===== config.mk =====
export PLATFORM = sky130hd
export DESIGN_NAME = dbg_snapshot_streamer
export DESIGN_NICKNAME = d
export VERILOG_FILES = /design/src/rtl/dbg_snapshot_pkg.sv /design/src/rtl/probe_period_timer.sv /design/src/rtl/dbg_snapshot_streamer.sv
export SDC_FILE = /design/constraint.sdc
export NUM_CORES = 1
export LEC_CHECK = 0
export ABC_AREA = 1
export ABC_CLOCK_PERIOD_IN_PS = 3520
export CAP_MARGIN = 10
export CORE_MARGIN = 2
export CORE_UTILIZATION = 35
export CTS_BUF_LIST = sky130_fd_sc_hd__clkbuf_4 sky130_fd_sc_hd__clkbuf_8
export DETAILED_ROUTE_END_ITERATION = 10
export GPL_TIMING_DRIVEN = 0
export PLACE_DENSITY_LB_ADDON = 0.1
export SETUP_SLACK_MARGIN = 0.15
export SYNTH_ARGS = -nofsm -noshare
export SYNTH_HDL_FRONTEND = slang
export SYNTH_SLANG_ARGS = --single-unit

===== constraint.sdc =====
create_clock -name i_clk -period 3.52 [get_ports i_clk]
set_input_delay 0.88 -clock i_clk [delete_from_list [all_inputs] [get_ports i_clk]]
set_output_delay 0.88 -clock i_clk [all_outputs]
set_load 0.01 [all_outputs]

===== src/rtl/dbg_snapshot_pkg.sv =====
// rtl/dbg_snapshot_pkg.sv - shared types and constants for the snapshot streamer
package dbg_snapshot_pkg;

  typedef enum logic [2:0] {
    ST_IDLE,
    ST_HDR,
    ST_REG_RD,
    ST_REG_OUT,
    ST_MEM_RD,
    ST_MEM_OUT
  } state_e;

  localparam logic [7:0] SNAP_MAGIC = 8'hA5;

  function automatic int unsigned frame_len(input int unsigned reg_cnt, input int unsigned mem_words);
    return 1 + reg_cnt + mem_words;
  endfunction

endpackage


===== src/rtl/probe_period_timer.sv =====
// rtl/probe_period_timer.sv - snapshot request generation and overrun detection
module probe_period_timer #(
  parameter int unsigned PROBE_PERIOD = 20
) (
  input  logic clk_i,
  input  logic rst_i,
  input  logic enable_i,
  input  logic mode_i,
  input  logic trigger_i,
  input  logic busy_i,
  output logic start_o,
  output logic overrun_o
);

  localparam int unsigned CW = (PROBE_PERIOD > 2) ? $clog2(PROBE_PERIOD) : 1;

  logic [CW-1:0] cnt_q, cnt_d;
  logic          overrun_q, overrun_d;
  logic          wrap;
  logic          req;

  assign wrap = (cnt_q == CW'(PROBE_PERIOD - 1));
  assign req  = enable_i && (mode_i ? trigger_i : wrap);

  always_comb begin
    cnt_d     = cnt_q;
    overrun_d = overrun_q;
    if (enable_i) begin
      cnt_d = wrap ? '0 : cnt_q + 1'b1;
    end
    // busy covers the final-handshake cycle too, so a request there is dropped
    if (req && busy_i) begin
      overrun_d = 1'b1;
    end
  end

  always_ff @(posedge clk_i or posedge rst_i) begin
    if (rst_i) begin
      cnt_q     <= '0;
      overrun_q <= 1'b0;
    end else begin
      cnt_q     <= cnt_d;
      overrun_q <= overrun_d;
    end
  end

  assign start_o   = req && !busy_i;
  assign overrun_o = overrun_q;

endmodule


===== src/rtl/dbg_snapshot_streamer.sv =====
// rtl/dbg_snapshot_streamer.sv - dumps register file and a RAM window as a framed word stream
module dbg_snapshot_streamer
  import dbg_snapshot_pkg::*;
#(
  parameter int unsigned     XLEN          = 32,
  parameter int unsigned     REG_CNT       = 32,
  parameter logic [XLEN-1:0] MEM_WIN_LO    = 32'h7FEC,
  parameter int unsigned     MEM_WIN_WORDS = 8,
  parameter int unsigned     PROBE_PERIOD  = 20,
  parameter int unsigned     CHECK_REG     = 31,
  parameter logic [XLEN-1:0] CHECK_VAL     = 2
) (
  input  logic            i_clk,
  input  logic            i_rst,
  input  logic            i_enable,
  input  logic            i_mode,
  input  logic            i_trigger,
  output logic [4:0]      o_reg_addr,
  input  logic [XLEN-1:0] i_reg_data,
  output logic            o_mem_rd_en,
  output logic [XLEN-1:0] o_mem_addr,
  input  logic [XLEN-1:0] i_mem_data,
  output logic            o_stream_valid,
  output logic [XLEN-1:0] o_stream_data,
  output logic            o_stream_last,
  input  logic            i_stream_ready,
  output logic            o_busy,
  output logic [15:0]     o_snap_cnt,
  output logic            o_check_fail,
  output logic            o_overrun
);

  localparam int unsigned RI_W = (REG_CNT > 1) ? $clog2(REG_CNT) : 1;
  localparam int unsigned MI_W = (MEM_WIN_WORDS > 1) ? $clog2(MEM_WIN_WORDS) : 1;

  state_e            state_q, state_d;
  logic [RI_W-1:0]   reg_idx_q, reg_idx_d;
  logic [MI_W-1:0]   mem_idx_q, mem_idx_d;
  logic [XLEN-1:0]   data_q, data_d;
  logic              fresh_q, fresh_d;
  logic [15:0]       snap_cnt_q, snap_cnt_d;
  logic              check_fail_q, check_fail_d;
  logic              start;
  logic              hs;
  logic              reg_last;
  logic              mem_last;

  probe_period_timer #(
    .PROBE_PERIOD(PROBE_PERIOD)
  ) u_timer (
    .clk_i    (i_clk),
    .rst_i    (i_rst),
    .enable_i (i_enable),
    .mode_i   (i_mode),
    .trigger_i(i_trigger),
    .busy_i   (o_busy),
    .start_o  (start),
    .overrun_o(o_overrun)
  );

  assign o_busy         = (state_q != ST_IDLE);
  assign o_stream_valid = (state_q == ST_HDR) || (state_q == ST_REG_OUT) || (state_q == ST_MEM_OUT);
  assign hs             = o_stream_valid && i_stream_ready;
  assign reg_last       = (reg_idx_q == RI_W'(REG_CNT - 1));
  assign mem_last       = (mem_idx_q == MI_W'(MEM_WIN_WORDS - 1));
  assign o_stream_last  = (state_q == ST_MEM_OUT) && mem_last;

  assign o_reg_addr  = (state_q == ST_REG_RD) ? 5'(reg_idx_q) : 5'd0;
  assign o_mem_rd_en = (state_q == ST_MEM_RD);
  assign o_mem_addr  = o_mem_rd_en ? MEM_WIN_LO + XLEN'(mem_idx_q) * XLEN'(XLEN / 8) : '0;

  // First OUT cycle forwards the read port directly; data_q holds it for any stall
  always_comb begin
    o_stream_data = data_q;
    if (fresh_q) begin
      o_stream_data = (state_q == ST_MEM_OUT) ? i_mem_data : i_reg_data;
    end
  end

  always_comb begin
    state_d      = state_q;
    reg_idx_d    = reg_idx_q;
    mem_idx_d    = mem_idx_q;
    data_d       = data_q;
    fresh_d      = 1'b0;
    snap_cnt_d   = snap_cnt_q;
    check_fail_d = check_fail_q;
    case (state_q)
      ST_IDLE: begin
        if (start) begin
          state_d   = ST_HDR;
          reg_idx_d = '0;
          mem_idx_d = '0;
          data_d    = {SNAP_MAGIC, {(XLEN - 24){1'b0}}, snap_cnt_q};
        end
      end
      ST_HDR: begin
        if (hs) state_d = ST_REG_RD;
      end
      ST_REG_RD: begin
        state_d = ST_REG_OUT;
        fresh_d = 1'b1;
      end
      ST_REG_OUT: begin
        if (fresh_q) begin
          data_d = i_reg_data;
          if (reg_idx_q == RI_W'(CHECK_REG) && i_reg_data != CHECK_VAL) check_fail_d = 1'b1;
        end
        if (hs) begin
          if (reg_last) begin
            state_d = ST_MEM_RD;
          end else begin
            reg_idx_d = reg_idx_q + 1'b1;
            state_d   = ST_REG_RD;
          end
        end
      end
      ST_MEM_RD: begin
        state_d = ST_MEM_OUT;
        fresh_d = 1'b1;
      end
      ST_MEM_OUT: begin
        if (fresh_q) data_d = i_mem_data;
        if (hs) begin
          if (mem_last) begin
            state_d    = ST_IDLE;
            snap_cnt_d = snap_cnt_q + 16'd1;
          end else begin
            mem_idx_d = mem_idx_q + 1'b1;
            state_d   = ST_MEM_RD;
          end
        end
      end
      default: state_d = ST_IDLE;
    endcase
  end

  always_ff @(posedge i_clk or posedge i_rst) begin
    if (i_rst) begin
      state_q      <= ST_IDLE;
      reg_idx_q    <= '0;
      mem_idx_q    <= '0;
      data_q       <= '0;
      fresh_q      <= 1'b0;
      snap_cnt_q   <= '0;
      check_fail_q <= 1'b0;
    end else begin
      state_q      <= state_d;
      reg_idx_q    <= reg_idx_d;
      mem_idx_q    <= mem_idx_d;
      data_q       <= data_d;
      fresh_q      <= fresh_d;
      snap_cnt_q   <= snap_cnt_d;
      check_fail_q <= check_fail_d;
    end
  end

  assign o_snap_cnt   = snap_cnt_q;
  assign o_check_fail = check_fail_q;

endmodule


==> summary.md, run 1 <==
| Metric | Value |
|---|---|
| Worst VDD drop | around 270 uV |
| Synth unique cells | 35 |
| Design Power | 4.417 mW |
| Layout cells sized above 1 | 0.1060 |
| Die height | about 120 um |
| Clock slew seen by the registers of the worst setup and hold paths | roughly 0.080 ns |
| Post-CTS setup buffers | 0 |
| Drt first pass iters | 5 |
| CTS max path bufs | 2 |
| HPWL after DPL | approximately 12,000 um |
| Synth area leaders | dfrtp_1 35%, nand2_1 20%, nor2_1 7.6%, nand3_1 6.7%, a21oi_1 6.4% |
| Count leader, synth | nand2_1 |
| WHS Path Cells | 2 |
| Initial antenna violation count | 0 |
| Max-cap viol count | 0 |
| Total die area | approximately 0.014 mm2 |
| Diodes inserted | 0 |
| Synth warn | 0 |
| Vias in the first global route | about 4,900 |
| Final Setup Violations | 0 |
| Highest Signal Layer | met4 |
| Top Family by Delay on Critical Path | buffers and inverters |
| Post-synth top flop | dfrtp_1 |
| Largest net degree at the start of global routing | 68 |
| Die Wd | 120.3 um |
| DRC | 0 |
| Outcome | complete, no violations |
| Leak | 3.184 nW |
| Starting Density | 0.3575 |
| Post-Syn Area | 0.004735 mm2 |
| Slowest CP cell | clkdlybuf4s50_1 |
| Critical path endpoint category | primary output |
| Final layout net count | 960 |
| Cells after Synth | 712 |
| Clk root buf | clkbuf_8 |
| FF+latch count, synth | 67 |
| Setup TNS | 0 ns |
| Worst Path Arrival | between 2 and 2.5 ns |
| TritonCTS Buffers | 9 |
| Worst Clk Skew | between 0.01 and 0.015 ns |
| Crit path depth | 7 |
| Crit share post-route | 0.9244 |
| Total track usage | 0.2150 |
| CP Data Required Time | roughly 2.6 ns |
| Share of the synthesized area in the top cell type | 0.3541 |
| Clk_lat worst skew | 0.35 ns |
| Gpl congestion | 0.8379 |
| Detailed Route WL | 15,720 um |
| Final min period | 3.254 ns |
| EDFF count, synth | 0 |
| Vias | between 5,000 and 6,000 |
| Async set-reset flop share out of synthesis | 1.000 |
| Cell taking the most area after synthesis | dfrtp_1 |
| Critical setup path kind | flip-flop to primary output |
| Routed Antenna Nets | 0 |
| Post-synthesis sequential area ratio | 0.3541 |
| Pins Over Slew Limit | 0 |
| Crit path largest cell delay | 0.58 ns |
| CTS tree | built |
| Cell repeated most along the worst path | inv_2 |
| Row count | 42 |
| WL met3 | 896 um |
| CP startpoint kind | flip-flop |
| Measured slew at the worst slew-check pin | between 0.8 and 0.9 ns |
| Clock Sinks | 67 |
| Iter 0 DRT Violations | 333 |
| Crit-path max FO | 10 |
| DR vias/cell | 4.840 |
| Top post-synthesis cells by count | 250 x nand2_1, 96 x nor2_1, 67 x dfrtp_1 |
| Slew margin rel. | 0.4076 |
| First-pass GRT wire length | 24,790 um |
| Met1 WL | roughly 7300 um |
| Reg2Reg Depth | 8 |
| GR Overflow Total | 0 |
| Core ar. | 0.01324 mm2 |
| Met2 WL | 7321 um |
| Crit path buf inv count | 4 |
| Hold crit path type | flip-flop to flip-flop |
| Area grow syn2layout | 41.09% |
| Final hold vios | 0 |
| I/O pin count | 161 |
| Syn avg cell area | around 6.6 um2 |
| Htree depth | 3 |
| Max Fclk | 0.3073 GHz |
| Drt wl/cell | 14.79 um |
| Final core utilization | 0.5044 |
| RSZ-0062 raised after global routing | yes |
| CP Cell Sequence | inv_2 -> nand3_4 -> inv_2 -> clkbuf_4 -> nand2_1 -> a21oi_1 -> clkdlybuf4s50_1 |
| P per Cell Area | 661.2 mW/mm2 |
| Buffers on Ports | about 140 |
## through the flow
step | cell area (um2) | cells | setup slack (ns) | hold WS, ns
after detailed placement | 6442 | 1047 | 0.3137 | 0.4533
after CTS | 6665 | 1063 | 0.1854 | 0.4754
after floorplan | 4798 | 729 | 0.9568 | 0.4426
after global routing | 6680 | 1063 | 0.08990 | 0.5020
after global placement | 6440 | 1047 | -0.3950 | 0.4537
final | 6680 | 1063 | 0.2660 | 0.4710
## state kept, by name (all words and copies together) (netlist names)
| register | count |
|---|---|
| u_timer.cnt_q | 5 |
| state_q | 3 |
| data_q | 32 |
| o_check_fail | 1 |
| fresh_q | 1 |
| o_snap_cnt | 16 |
| reg_idx_q | 5 |
| u_timer.overrun_o | 1 |
| mem_idx_q | 3 |
## cell families (layout without fill, tap and decap cells)
kind of cell | count (synthesis) | count (layout) | share of synthesized area
AND/OR/NAND/NOR | 444 | 444 | 0.3990
other | 1 | 18 | 0.0007921
AO/OA/AOI/OAI | 80 | 80 | 0.08959
flip-flops | 67 | 67 | 0.3541
adder cells (fa/ha/maj) | 8 | 8 | 0.02114
XOR/XNOR | 11 | 11 | 0.02035
buffers and inverters | 101 | 259 | 0.1150
## worst min-delay path, stage by stage (launching register included)
cell and delay [ns]:
dfrtp_1 0.35, inv_1 0.04, nand2_1 0.05
## area by class of cell
class / instances / area [um2]
clock buffers: 10 / 131.4
well taps: 176 / 220.2
inverters: 45 / 173.9
multi-input cells: 561 / 2580
repair buffers: 142 / 1421
plain buffers: 56 / 384.1
clock inverters: 6 / 90.09
fillers: 1365 / 6563
flip-flops and latches: 67 / 1679
## path summary, 6_finish.rpt
check | from | to | slack (ns)
max | state_q[1] | o_stream_data[4] | 0.27
min | o_check_fail | o_check_fail | 0.47
max reg2reg | mem_idx_q[0] | o_snap_cnt[9] | 1.73
min reg2reg | o_check_fail | o_check_fail | 0.47
max in group asynchronous | i_rst | state_q[2] | 1.81
min in group asynchronous | i_rst | u_timer.cnt_q[0] | 1.05
## routing by layer
layer | up-vias | track usage
met2 | 164 | 0.3548
met1 | 2393 | 0.2931
met3 | 13 | 0.03208
met5 | - | 0
met4 | 0 | 0.06250
li1 | 2575 | -
## layout by cell type (no fill, tap or decap), types with 3 or more instances in the layout
cell type	synthesis	routed
buf_2	16	13
nand3_1	63	63
conb_1	1	18
clkbuf_1	4	4
a21oi_1	61	61
nand2_1	250	250
nand4_1	13	13
nand3b_1	3	3
o21ai_0	10	10
nor3_1	3	3
clkbuf_8	0	9
dfrtp_1	67	65
inv_2	5	5
a31oi_1	5	5
xnor2_1	8	8
xor2_1	3	3
buf_6	3	3
inv_1	39	38
buf_4	32	32
nand2_4	4	4
nor2_1	96	95
nand2_2	4	4
clkdlybuf4s50_1	0	142
clkbuf_4	0	5
ha_1	8	8
## repair_timing
item / CTS / global route
cloned: 0 / 0
hold buffers: 0 / 0
resized for setup: 1 / 7
setup endpoints to repair: 9 / 25
## report_power, final
group          internal (mW)  switching [mW]
clock                  0.408           0.324
sequential             0.998           0.159
combinational           1.11            1.41
No activity file was read; power rests on OpenSTA's default activity.
==> run 2, diff against run 1 <==
--- a/config.mk
+++ b/config.mk
@@ -15,6 +15,7 @@
 export GPL_TIMING_DRIVEN = 0
 export PLACE_DENSITY_LB_ADDON = 0.1
 export SETUP_SLACK_MARGIN = 0.15
+export SKIP_LAST_GASP = 1
 export SYNTH_ARGS = -nofsm -noshare
 export SYNTH_HDL_FRONTEND = slang
 export SYNTH_SLANG_ARGS = --single-unit
==> results of run 2 <==
No change in the layout: final DEF, timing and power equal those of run 1.
